==> src/rtl/jstk2_pkg.sv <==
// Shared types and constants for the joystick SPI responder: FSM states,
// frame length, command codes and the reply-frame packing.
package jstk2_pkg;

    typedef enum logic [1:0] {
        IDLE    = 2'd0,
        ACTIVE  = 2'd1,
        OVERRUN = 2'd2
    } state_t;

    localparam int          FRAME_BITS  = 40;
    localparam logic [7:0]  CMD_SET_LED = 8'h84;

    // Reply bytes in transmit order: X low, X high, Y low, Y high, buttons.
    function automatic logic [39:0] pack_tx(input logic [9:0] x,
                                            input logic [9:0] y,
                                            input logic [1:0] buttons);
        return {x[7:0], 6'b0, x[9:8], y[7:0], 6'b0, y[9:8], 6'b0, buttons};
    endfunction

endpackage

==> src/rtl/jstk2_spi_responder_spi_input_sync.sv <==
// Synchronizes SCLK, CS and MOSI into the system clock domain and produces
// single-cycle edge strobes for SCLK and CS.
module spi_input_sync #(
    parameter int SYNC_STAGES = 2
) (
    input  logic clk,
    input  logic rst,
    input  logic sclk,
    input  logic cs,
    input  logic mosi,
    output logic mosi_sync,
    output logic sclk_rise,
    output logic sclk_fall,
    output logic cs_fall,
    output logic cs_rise
);

    logic [SYNC_STAGES-1:0] sclk_sr;
    logic [SYNC_STAGES-1:0] cs_sr;
    logic [SYNC_STAGES-1:0] mosi_sr;
    logic                   sclk_prev;
    logic                   cs_prev;

    // CS resets low so a frame already running when reset drops is never
    // mistaken for a fresh CS fall.
    always_ff @(posedge clk or posedge rst) begin
        if (rst) begin
            sclk_sr   <= '0;
            cs_sr     <= '0;
            mosi_sr   <= '0;
            sclk_prev <= 1'b0;
            cs_prev   <= 1'b0;
        end else begin
            sclk_sr   <= {sclk_sr[SYNC_STAGES-2:0], sclk};
            cs_sr     <= {cs_sr[SYNC_STAGES-2:0], cs};
            mosi_sr   <= {mosi_sr[SYNC_STAGES-2:0], mosi};
            sclk_prev <= sclk_sr[SYNC_STAGES-1];
            cs_prev   <= cs_sr[SYNC_STAGES-1];
        end
    end

    assign mosi_sync = mosi_sr[SYNC_STAGES-1];
    assign sclk_rise =  sclk_sr[SYNC_STAGES-1] & ~sclk_prev;
    assign sclk_fall = ~sclk_sr[SYNC_STAGES-1] &  sclk_prev;
    assign cs_fall   = ~cs_sr[SYNC_STAGES-1]   &  cs_prev;
    assign cs_rise   =  cs_sr[SYNC_STAGES-1]   & ~cs_prev;

endmodule

==> src/rtl/jstk2_spi_responder.sv <==
// SPI mode-0 responder answering 5-byte frames with an X/Y/button snapshot.
// Define JSTK2_RSP_LED_CMD_EN to decode the set-LED command into o_led_rgb.
module jstk2_spi_responder
    import jstk2_pkg::*;
#(
    parameter int          SYNC_STAGES = 2,
    parameter logic [23:0] LED_RESET   = 24'h000000
) (
    input  logic        i_clk,
    input  logic        i_reset,
    input  logic        i_sclk,
    input  logic        i_cs,
    input  logic        i_mosi,
    output logic        o_miso,
    output logic        o_miso_oe,
    input  logic [9:0]  i_x,
    input  logic [9:0]  i_y,
    input  logic [1:0]  i_buttons,
    output logic [39:0] o_rx_frame,
    output logic [23:0] o_led_rgb,
    output logic        o_frame_done,
    output logic        o_frame_err,
    output logic        o_busy
);

    logic mosi_sync, sclk_rise, sclk_fall, cs_fall, cs_rise;

    spi_input_sync #(.SYNC_STAGES(SYNC_STAGES)) u_sync (
        .clk       (i_clk),
        .rst       (i_reset),
        .sclk      (i_sclk),
        .cs        (i_cs),
        .mosi      (i_mosi),
        .mosi_sync (mosi_sync),
        .sclk_rise (sclk_rise),
        .sclk_fall (sclk_fall),
        .cs_fall   (cs_fall),
        .cs_rise   (cs_rise)
    );

    state_t      state_q, state_d;
    logic [5:0]  cnt_q, cnt_d;
    logic [39:0] tx_q, tx_d;
    logic [39:0] rx_q, rx_d;
    logic [39:0] frame_d;
    logic        miso_d, oe_d, busy_d, done_d, err_d;
    logic        end_frame;
    logic [23:0] led_q, led_d;
    logic [39:0] tx_snap;

    assign tx_snap = pack_tx(i_x, i_y, i_buttons);

    always_comb begin
        state_d   = state_q;
        cnt_d     = cnt_q;
        tx_d      = tx_q;
        rx_d      = rx_q;
        frame_d   = o_rx_frame;
        miso_d    = o_miso;
        oe_d      = o_miso_oe;
        busy_d    = o_busy;
        done_d    = 1'b0;
        err_d     = 1'b0;
        led_d     = led_q;
        end_frame = 1'b0;

        unique case (state_q)
            IDLE: begin
                if (cs_fall) begin
                    state_d = ACTIVE;
                    tx_d    = tx_snap;
                    cnt_d   = '0;
                    miso_d  = tx_snap[39];
                    oe_d    = 1'b1;
                    busy_d  = 1'b1;
                end
            end
            ACTIVE: begin
                // CS rise takes priority over any SCLK edge in the same cycle.
                if (cs_rise) begin
                    end_frame = 1'b1;
                end else if (sclk_rise) begin
                    rx_d  = {rx_q[38:0], mosi_sync};
                    cnt_d = cnt_q + 6'd1;
                    if (cnt_q + 6'd1 == 6'(FRAME_BITS)) begin
                        state_d = OVERRUN;
                        miso_d  = 1'b0;
                    end
                end else if (sclk_fall) begin
                    tx_d   = {tx_q[38:0], 1'b0};
                    miso_d = tx_q[38];
                end
            end
            OVERRUN: begin
                if (cs_rise) end_frame = 1'b1;
            end
            default: state_d = IDLE;
        endcase

        if (end_frame) begin
            state_d = IDLE;
            oe_d    = 1'b0;
            busy_d  = 1'b0;
            miso_d  = 1'b0;
            if (cnt_q == 6'(FRAME_BITS)) begin
                frame_d = rx_q;
                done_d  = 1'b1;
                if (rx_q[39:32] == CMD_SET_LED) led_d = rx_q[31:8];
            end else begin
                err_d = 1'b1;
            end
        end
    end

    always_ff @(posedge i_clk or posedge i_reset) begin
        if (i_reset) begin
            state_q      <= IDLE;
            cnt_q        <= '0;
            tx_q         <= '0;
            rx_q         <= '0;
            o_rx_frame   <= '0;
            o_miso       <= 1'b0;
            o_miso_oe    <= 1'b0;
            o_busy       <= 1'b0;
            o_frame_done <= 1'b0;
            o_frame_err  <= 1'b0;
            led_q        <= LED_RESET;
        end else begin
            state_q      <= state_d;
            cnt_q        <= cnt_d;
            tx_q         <= tx_d;
            rx_q         <= rx_d;
            o_rx_frame   <= frame_d;
            o_miso       <= miso_d;
            o_miso_oe    <= oe_d;
            o_busy       <= busy_d;
            o_frame_done <= done_d;
            o_frame_err  <= err_d;
            led_q        <= led_d;
        end
    end

`ifdef JSTK2_RSP_LED_CMD_EN
    assign o_led_rgb = led_q;
`else
    // Without command decode the LED register is never driven out.
    assign o_led_rgb = LED_RESET;
`endif

endmodule

==> config.mk <==
export PLATFORM = sky130hd
export DESIGN_NAME = jstk2_spi_responder
export DESIGN_NICKNAME = d
export VERILOG_FILES = /design/src/rtl/jstk2_pkg.sv /design/src/rtl/jstk2_spi_responder_spi_input_sync.sv /design/src/rtl/jstk2_spi_responder.sv
export SDC_FILE = /design/constraint.sdc
export NUM_CORES = 1
export LEC_CHECK = 0
export CELL_PAD_IN_SITES_DETAIL_PLACEMENT = 1
export CELL_PAD_IN_SITES_GLOBAL_PLACEMENT = 2
export CORE_MARGIN = 2
export CORE_UTILIZATION = 39
export DETAILED_ROUTE_END_ITERATION = 7
export PLACE_DENSITY_LB_ADDON = 0.1
export SLEW_MARGIN = 20
export SYNTH_ARGS = -nofsm -noshare
export SYNTH_HDL_FRONTEND = slang
export SYNTH_HIERARCHICAL = 1
export SYNTH_SLANG_ARGS = --single-unit
export TNS_END_PERCENT = 30
==> constraint.sdc <==
create_clock -name i_clk -period 13.1 [get_ports i_clk]
set_input_delay 2.62 -clock i_clk [delete_from_list [all_inputs] [get_ports i_clk]]
set_output_delay 2.62 -clock i_clk [all_outputs]
set_load 0.01 [all_outputs]
* Word-level counts from Yosys, hierarchy flattened
Index checks and enable logic that the tools add are counted.
Operators by class: $add $sub $neg 1, reductions and logical operators 13, equal/unequal tests 16, bitwise gates (word level) 9, multiplexer cells 31
Operator list (count):
- $mux 39 | 4
- $pmux 39 s2 | 1
- $mux 6 | 3
- $mux 1 | 15
- $reduce_and 5->1 | 3
- $eq 6x6->1 const B | 2
- $ne 2x2->1 const B | 6
- $ne 3x3->1 const B | 4
- $pmux 6 s2 | 1
- $mux 2 | 5
- $ne 4x4->1 const B | 2
- $add 6x1->6 const B | 1
- $pmux 2 s3 | 1
- $reduce_bool 2->1 | 3
- $not 1->1 | 5
- $and 1x1->1 | 4
- $reduce_and 2->1 | 2
- $reduce_and 4->1 | 1
- $reduce_and 3->1 | 1
- $reduce_bool 3->1 | 1
- $eq 2x1->1 const B | 1
- $eq 2x2->1 const B | 1
- $logic_not 2->1 | 1
- $pmux 1 s2 | 1
- $reduce_or 2->1 | 1
Storage, ports and cells: output and inout port bits 69, bits of input ports 27, flip-flop bits (word level) 139

* Longest topological paths before layout
Gate-level depths: netlist (run 1).
word-level depth 7, mapped depth 9, depth with buffers taken out 6

* Modules after synthesis
Netlist (run 1), hierarchy kept.
By module, submodules not included:
- jstk2_spi_responder | cells each 462, times used 1, area each 5688.0 µm²
- spi_input_sync | cells each 13, times used 1, area each 239.0 µm²

* Worst setup path after synthesis (run 1)
Ideal clock, no wire load.
path type register to output, start register, netlist name o_busy, end output port o_miso_oe, cell stages (with the launch flop) 2, arrival 0.552 ns, slack 9.928 ns, buffers on the path 1, cells stage by stage dfrtp_1 > buf_4
RTL lines:
- end: declaration | RTL line jstk2_spi_responder.sv:15 | output logic o_miso_oe,

==> key figures, run 1 <==
Outcome
  – Status: complete, no violations

GRT
  – Grt ovf: 0
  – GR Util All Layers: 15.19%
  – Largest net degree at the start of global routing: 78
  – Vias in the first global route: 3,643
  – Initial antenna violation count: 0
  – First-pass GRT wire length: 19,170 microns

Floorplanning
  – Site row count: 45
  – Die area: 16,200 sq um
  – Ports: 96
  – Die span in x: 127.3 microns
  – Core footprint: 15,030 sq um
  – Die height: 127.3 microns
  – Initial Util: approximately two fifths

Logic synthesis
  – Avg Inst Size Synth: between 10 and 15 sq um
  – Post-Syn Area: 5927 sq um
  – Seq/Total Area, Yosys: 58.69%
  – Cells after synthesis: 475
  – FF+latch count, synth: 139
  – Synth Warn #: 6
  – Yosys top cell area share: 58.69%
  – Post-synth EDFFs: 0
  – Netlist cell types: 38
  – Post-synth top flop: dfrtp_1
  – Synth top area cells: dfrtp_1 59%, mux2_2 14%, nand2_1 4.4%, buf_4 3.8%, o21ai_0 3.6%
  – Post-synthesis async set-or-reset flop share: 100.0%
  – Leading area contributor after synthesis: dfrtp_1

Place
  – Cell Area, Placed: 6641 sq um
  – GP Congestion: 0.7553
  – DP Cell Count: 710
  – DP HPWL: 7212 microns
  – Port bufs: 71

Flow run
  – Max Cap Viol: 0

Clocking
  – Post-CTS Hold Fix Bufs: 0
  – CTS tree: done
  – Clk_lat worst skew: 420 ps
  – Buffer depth of the longest clock path: 2
  – Root Driver: clkbuf_16
  – CTS H-tree depth: 4
  – CTS Buf Count: 17
  – TritonCTS Sinks: 139
  – Post-CTS setup buffer count: 0
  – # resized after CTS: 0
  – Clk slew on worst S/H paths: 60 ps

Worst setup path
  – Worst reg2reg path depth: 6
  – Reg2reg setup slack: roughly 10,000 ps
  – CP Max Fanout: 73
  – Worst r2r src: state_q[1]
  – WS Path Type: in -> async
  – CP Capture Type: async pin
  – Critical path required time: approximately 14,000 ps
  – Crit path DAT: 4530 ps
  – Worst flop-to-flop path endpoint: rx_q[17]
  – Worst setup SP type: input pin

Worst hold path
  – Hold path start: u_sync/sclk_sr[0]
  – Worst min-delay path class: reg -> reg
  – Hold path depth: 0
  – Hold endpoint: u_sync/sclk_sr[1]

Routing
  – Via density: 4.927
  – Total number of vias: ~3.7k
  – Initial drt markers: 166
  – DRC errors left: 0
  – WL/cell: about 16 microns
  – Router iterations before antenna repair: 4
  – Post-Route WL: 11,600 microns
  – Final ANT Viol Nets: 0

Pwr
  – Max rail drop VDD: around 120 uV
  – Lkg Pwr: 3.387 nW
  – Tot Pwr: 0.001265 W
  – PwrDens: 175.3 nW/um^2

Final layout
  – Post-route insts no fill: 742
  – Antenna diode count: 0
  – Nets: 573
  – Share of cells above drive strength 1: 22.02%
  – Area Overhead vs Synth: 21.76%
  – Design area: about 7200 sq um

STA
  – Setup TNS: 0 ps
  – Hold slack: 351.7 ps
  – Slew Viols, Final: 0
  – Final Skew: 10.44 ps
  – Fin. Hold Viols: 0
  – Crit share post-route: 31.40%
  – Post-route minimum period: 4113 ps
  – Max Fclk: 243.1 MHz
  – Final setup vio count: 0
  – Worst-margin pin slew: approximately 1000 ps
  – RSZ-0062 raised after global routing: false
  – Rel. slew slack: 32.64%
==> registers in the layout (all words and copies together), names as in the netlist <==
register          cells
o_rx_frame           40
o_miso                1
o_frame_err           1
u_sync/mosi_sr        2
u_sync/cs_sr          2
o_busy                1
state_q               2
rx_q                 40
u_sync/sclk_sr        2
u_sync/cs_prev        1
tx_q                 39
o_frame_done          1
cnt_q                 6
u_sync/sclk_prev      1
==> synthesized netlist by cell type, types with 2 or more instances <==
master,count
buf_4,30
o21ai_0,43
buf_6,8
or3_1,2
a21oi_1,4
mux2_1,6
nor2_1,6
and2b_2,4
nor2b_1,4
a22o_1,3
buf_2,5
mux2_2,75
ha_1,5
mux2i_1,20
nand3_1,3
o21ai_1,2
nand4_1,3
clkbuf_1,8
o211ai_1,5
nand2_1,69
nand2b_1,2
nor3_1,2
inv_1,10
or2_2,4
dfrtp_1,139
==> how the worst max path moves through the flow <==
stage | from | to
5_1_grt | i_reset | rx_q[9]
4_1_cts | i_reset | tx_q[28]
3_3_place_gp | i_reset | rx_q[7]
3_5_place_dp | i_reset | rx_q[7]
2_1_floorplan | i_reset | cnt_q[0]
6_report | i_reset | o_rx_frame[30]
==> cells by family (layout without fill, tap and decap cells) <==
group	after synthesis	after routing	synth area share, %
AOI/OAI and AO/OA	64	64	6.291
adders and majority gates	5	5	1.056
buffers and inverters	61	117	6.882
DFF	139	139	58.69
muxes	101	101	18.77
other	1	24	0.06327
and+or+nand+nor	104	104	8.254
==> power breakdown <==
part / internal, W / switching (W)
clock: 0.000280 / 0.000187
combinational: 0.000103 / 0.000160
sequential: 0.000495 / 0.0000406
==> per-layer routing <==
metal	vias up	global-route usage (%)	wire length (microns)
met4	0	6.012	189
met1	1864	20.60	5574
li1	1706	-	-
met2	71	23.21	5440
met5	-	0	0
met3	15	4.271	392
==> worst max-delay path, cell delays in order <==
cell             delay (ps)
clkdlybuf4s50_1         460
inv_4                   570
buf_4                   840
==> through the flow <==
stage / worst slack [ps] / utilization (%)
floorplan: 6982 / -
finish: 8987 / 48.01
detailed placement: 8405 / 44.18
CTS: 8857 / 48.01
global route: 8692 / 48.01
global placement: 8451 / 44.18
==> area by class of cell <==
cell class / count / area [sq um]
clock buffers: 18 / 429.2
clock inverters: 14 / 146.4
fillers: 1562 / 7816
inverters: 10 / 40.04
multi-input cells: 298 / 2147
flip-flops and latches: 139 / 3478
well taps: 188 / 235.2
repair buffers: 75 / 740.7
==> layout by cell type, fill, tap and decap left out, drive strengths merged, types with 3 or more instances in the layout <==
cell type,netlist,routed
a21oi,4,4
a22o,3,3
and2b,4,4
buf,43,4
clkbuf,8,18
clkdlybuf4s50,0,71
clkinv,0,7
clkinvlp,0,3
conb,1,24
dfrtp,139,139
ha,5,5
inv,10,12
mux2,81,81
mux2i,20,20
nand2,69,69
nand3,3,3
nand4,3,3
nor2,6,6
nor2b,4,4
o211ai,5,5
o21ai,45,45
or2,5,5
Power figures use the tool's default switching activity.
==> inputs of run 2 (changes only) <==
- CORE_UTILIZATION: 39 -> 36
- clock period: 13.1 -> 3.8 ns (I/O delays scaled with it)
==> key figures, run 2 (same netlist as run 1, synthesis figures left out) <==
Outcome
  – Status: complete, no violations

Routing
  – Router iterations before antenna repair: 4
  – WL/cell: 15.10 microns
  – Initial drt markers: 129
  – Total number of vias: 3,613
  – DRC errors left: 0
  – Final ANT Viol Nets: 0
  – Via density: 4.662
  – Post-Route WL: 11,700 microns

Floorplanning
  – Ports: 96
  – Site row count: 46
  – Initial Util: between 30% and 40%
  – Core footprint: about 16,000 sq um
  – Die height: between 100 and 150 microns
  – Die area: 17,510 sq um
  – Die span in x: 132.3 microns

Flow run
  – Max Cap Viol: 0

GRT
  – First-pass GRT wire length: approximately 20,000 microns
  – Grt ovf: 0
  – Largest net degree at the start of global routing: 53
  – GR Util All Layers: roughly 14%
  – Initial antenna violation count: 0
  – Vias in the first global route: 3,800

Worst setup path
  – Buf/Inv on CP: 2
  – WS Path Type: reg -> reg
  – Worst setup SP type: flip-flop
  – Delay-heaviest family, CP: buffers and inverters
  – CP Capture Type: flip-flop
  – Worst path cell trace: inv_1, ha_1, nand2_1, nor4_4, buf_4, mux2_2
  – Critical path required time: 4090 ps
  – Max stage delay on crit path: 500 ps
  – Crit path DAT: about 2700 ps
  – Worst reg2reg path depth: 6
  – CP max stage cell: buf_4
  – Levels on crit path: 6
  – CP Max Fanout: 41

Worst hold path
  – Worst min-delay path class: reg -> reg
  – Hold path depth: 0

STA
  – Final Skew: 8.108 ps
  – Slew Viols, Final: 0
  – Worst-margin pin slew: between 900 and 1000 ps
  – Rel. slew slack: ~36%
  – Setup TNS: 0 ps
  – Max Fclk: 425.0 MHz
  – Fin. Hold Viols: 0
  – Post-route minimum period: 2353 ps
  – Final setup vio count: 0
  – Crit share post-route: between 60% and 70%
  – RSZ-0062 raised after global routing: false

Final layout
  – Antenna diode count: 0
  – Fillcell total: 1,731
  – Most frequent cells in the layout: 139 x dfrtp_1, 75 x mux2_2, 71 x clkdlybuf4s50_1
  – Leading cell type in the layout, fill and taps excluded: dfrtp_1
  – Area Overhead vs Synth: 24.19%
  – Biggest registers after layout: o_rx_frame (40), rx_q (40), tx_q (39)
  – Post-route insts no fill: between 700 and 800
  – Nets: 578
  – Share of cells above drive strength 1: between 20% and 30%

Place
  – DP HPWL: 7779 microns
  – GP Congestion: about 0.7
  – DP Cell Count: 742
  – Port bufs: 71

Clocking
  – Buffer depth of the longest clock path: 2
  – Clk_lat worst skew: 420 ps
  – CTS tree: done
  – TritonCTS Sinks: 139
  – Post-CTS setup buffer count: 0
  – Clk slew on worst S/H paths: 60 ps
  – CTS H-tree depth: 4
  – CTS Buf Count: 17
  – Post-CTS Hold Fix Bufs: 0
  – Root Driver: clkbuf_16
  – # resized after CTS: 0

Pwr
  – Tot Pwr: 0.004509 W
  – PwrDens: 612.6 nW/um^2
  – Lkg Pwr: 3.446 nW
  – Max rail drop VDD: 316.4 uV
[run 2: cell types whose count changed in the layout (fill, tap and decap cells not counted)]
cell,before,now
buf_12,0,2
clkinvlp_4,3,2
inv_4,1,0
clkinv_4,3,2
bufinv_16,2,4
inv_6,2,3
buf_4,4,7
[run 2: where the power goes]
| part | switching (W) | internal, W |
|---|---|---|
| sequential | 0.000138 | 0.00171 |
| combinational | 0.000545 | 0.000376 |
| clock | 0.000643 | 0.00110 |
[run 2: worst reg2reg max path: cells and delay by family (launching register included)]
| kind | cells | cell delay [ps] |
|---|---|---|
| muxes | 1 | 420 |
| DFF | 1 | 370 |
| and+or+nand+nor | 2 | 470 |
| buffers and inverters | 2 | 590 |
| adders and majority gates | 1 | 380 |
[run 2: worst paths after layout]
| kind | start | endpoint | slack, ps |
|---|---|---|---|
| worst max register to register | state_q[0] | o_rx_frame[1] | 1450 |
| worst min-delay path | u_sync/sclk_sr[0] | u_sync/sclk_sr[1] | 350 |
| worst min register to register | u_sync/sclk_sr[0] | u_sync/sclk_sr[1] | 350 |
| max in group asynchronous | i_reset | cnt_q[0] | 2270 |
| min in group asynchronous | i_reset | o_rx_frame[8] | 710 |
| worst max-delay path | state_q[0] | o_rx_frame[1] | 1450 |
[run 2: area by class of cell]
cell class	count	area [sq um]	area share, %
clock inverters	14	191.4	2.601
flip-flops and latches	139	3478	47.25
multi-input cells	298	2147	29.17
inverters	10	41.29	0.5609
clock buffers	18	429.2	5.830
well taps	216	270.3	3.672
repair buffers	80	803.3	10.91
[run 2: routing by layer]
metal	wire [microns]	GRT usage (%)
met1	5304	18.37
met2	5713	22.74
met3	482	3.652
met4	199	5.735
met5	0	0
[run 2: per-stage QoR]
step / hold slack (ps) / instance area (sq um) / utilization, % / worst slack [ps]
after global placement: 334.9 / 6720 / 42.00 / 1545
after floorplan: 331.2 / 6017 / - / 1417
final: 352.7 / 7361 / 46.00 / 1447
after detailed placement: 337.9 / 6720 / 42.00 / 1432
after global routing: 363.1 / 7361 / 46.00 / 1285
after CTS: 355.1 / 7341 / 45.88 / 1416
==> inputs of run 3 (changes only) <==
- CORE_UTILIZATION: 36 -> 32
- clock period: 3.8 -> 2 ns (I/O delays scaled with it)
==> key figures, run 3 (same netlist as run 1, synthesis figures left out) <==
GRT
  – Grt ovf: 0
  – Initial antenna violation count: 0
  – Largest net degree at the start of global routing: 42
  – GR Util All Layers: approximately an eighth
  – Vias in the first global route: ~3.9k
  – First-pass GRT wire length: 20,330 microns

STA
  – Hold slack: 350.0 ps
  – Crit share post-route: 97.20%
  – Final setup vio count: 0
  – RSZ-0062 raised after global routing: true
  – Max Fclk: 514.4 MHz
  – Fin. Hold Viols: 0
  – Post-route minimum period: just under 2000 ps
  – Slew Viols, Final: 0
  – Final Skew: 11.50 ps
  – Post-route setup slack: 55.94 ps

Clocking
  – CTS tree: done
  – Post-CTS Hold Fix Bufs: 0
  – Clk_lat worst skew: 420 ps
  – Root Driver: clkbuf_16
  – Clk slew on worst S/H paths: 60 ps
  – CTS H-tree depth: 4
  – CTS Buf Count: 17
  – TritonCTS Sinks: 139
  – Buffer depth of the longest clock path: 2

Final layout
  – Final core utilization: 41.98%
  – Most frequent cells in the layout: 139 x dfrtp_1, 75 x mux2_2, 71 x clkdlybuf4s50_1
  – Area Overhead vs Synth: 28.10%
  – Antenna diode count: 0
  – Leading cell type in the layout, fill and taps excluded: dfrtp_1
  – Share of cells above drive strength 1: 25.44%
  – Biggest registers after layout: o_rx_frame (40), rx_q (40), tx_q (39)
  – Nets: approximately 600
  – Fillcell total: 1,884

Worst setup path
  – Critical path required time: between 2000 and 2500 ps
  – Worst setup SP type: flip-flop
  – WS Path Type: reg -> reg
  – CP Capture Type: flip-flop
  – Worst reg2reg path depth: 8
  – CP max stage cell: dfrtp_1
  – Worst r2r src: state_q[1]
  – Crit path DAT: 2240 ps
  – CP startpoint: state_q[1]
  – CP Max Fanout: 11
  – CP dominant cell by count: buf_12
  – Worst path cell trace: inv_1, ha_4, nand2_2, nor4_4, buf_4, buf_12, buf_12, mux2_2
  – Max stage delay on crit path: 360 ps

Place
  – DP HPWL: 8088 microns
  – Port bufs: 71
  – Place WS: -12.01 ps
  – GP Congestion: 0.7112

Routing
  – Initial drt markers: 146
  – Via density: 4.601
  – DRC errors left: 5
  – Router iterations before antenna repair: 8
  – Total number of vias: 3,695
  – Post-Route WL: 12,220 microns
  – WL/cell: 15.22 microns
  – Final ANT Viol Nets: 0

Pwr
  – Lkg Pwr: 3.545 nW
  – Tot Pwr: 0.008778 W
  – PwrDens: 1156 nW/um^2
  – Max rail drop VDD: 700.1 uV

Floorplanning
  – Ports: 96
  – Site row count: 49
  – Die height: 140.1 microns
  – Initial Util: 32.77%
  – Die span in x: 140.1 microns
  – Die area: 19,630 sq um
  – Core footprint: between 15,000 and 20,000 sq um

Flow run
  – Max Cap Viol: 0

Outcome
  – Status: finished with violations
  – Violated checks: design-rule violations

Worst hold path
  – Worst min-delay path class: in -> async
[run 3: through the flow]
step	instance area, sq um	setup TNS [ps]	instances
CTS	7585	0	802
floorplan	6017	-3040	498
global placement	6867	0	764
finish	7592	0	803
detailed placement	6867	-98.68	764
global route	7592	-979.8	803
[run 3: power breakdown]
group / switching [W] / internal (W)
sequential: 0.000251 / 0.00324
clock: 0.00128 / 0.00203
combinational: 0.00110 / 0.000871
[run 3: area by class of cell]
| cell class | count | area, sq um | area share (%) |
|---|---|---|---|
| sequential | 139 | 3478 | 45.81 |
| tap | 229 | 286.5 | 3.774 |
| clock inverter | 13 | 180.2 | 2.373 |
| inverter | 10 | 41.29 | 0.5438 |
| timing repair buffer | 95 | 998.5 | 13.15 |
| multi-input combinational | 298 | 2165 | 28.51 |
| clock buffer | 19 | 442.9 | 5.834 |
[run 3: worst max-delay path, delay by kind of cell, from the launching register on]
family                     cells  cell delay (ps)
muxes                          1              340
and+or+nand+nor                2              290
adders and majority gates      1              280
buffers and inverters          4              540
DFF                            1              360
[run 3: timing repair]
item	CTS	global route
setup buffers	4	2
pin swaps	1	1
gates resized for setup	0	5
setup endpoints to repair	32	31
gates cloned	2	0
[run 3: worst paths after layout]
kind	to	slack, ps
max	o_rx_frame[7]	60
min	u_sync/mosi_sr[1]	350
max reg2reg	o_rx_frame[7]	60
min reg2reg	u_sync/mosi_sr[1]	350
max in group asynchronous	o_rx_frame[12]	990
min in group i_clk	u_sync/mosi_sr[1]	350
[run 3: per-layer routing]
metal  vias to the layer above  track usage, %  part of all wire (%)
li1                       1757               -                     -
met1                      1851           15.93                    43
met2                        74           22.37                    50
met3                        13           4.376                   5.5
met4                         0           4.944                   1.1
met5                         -               0                     0
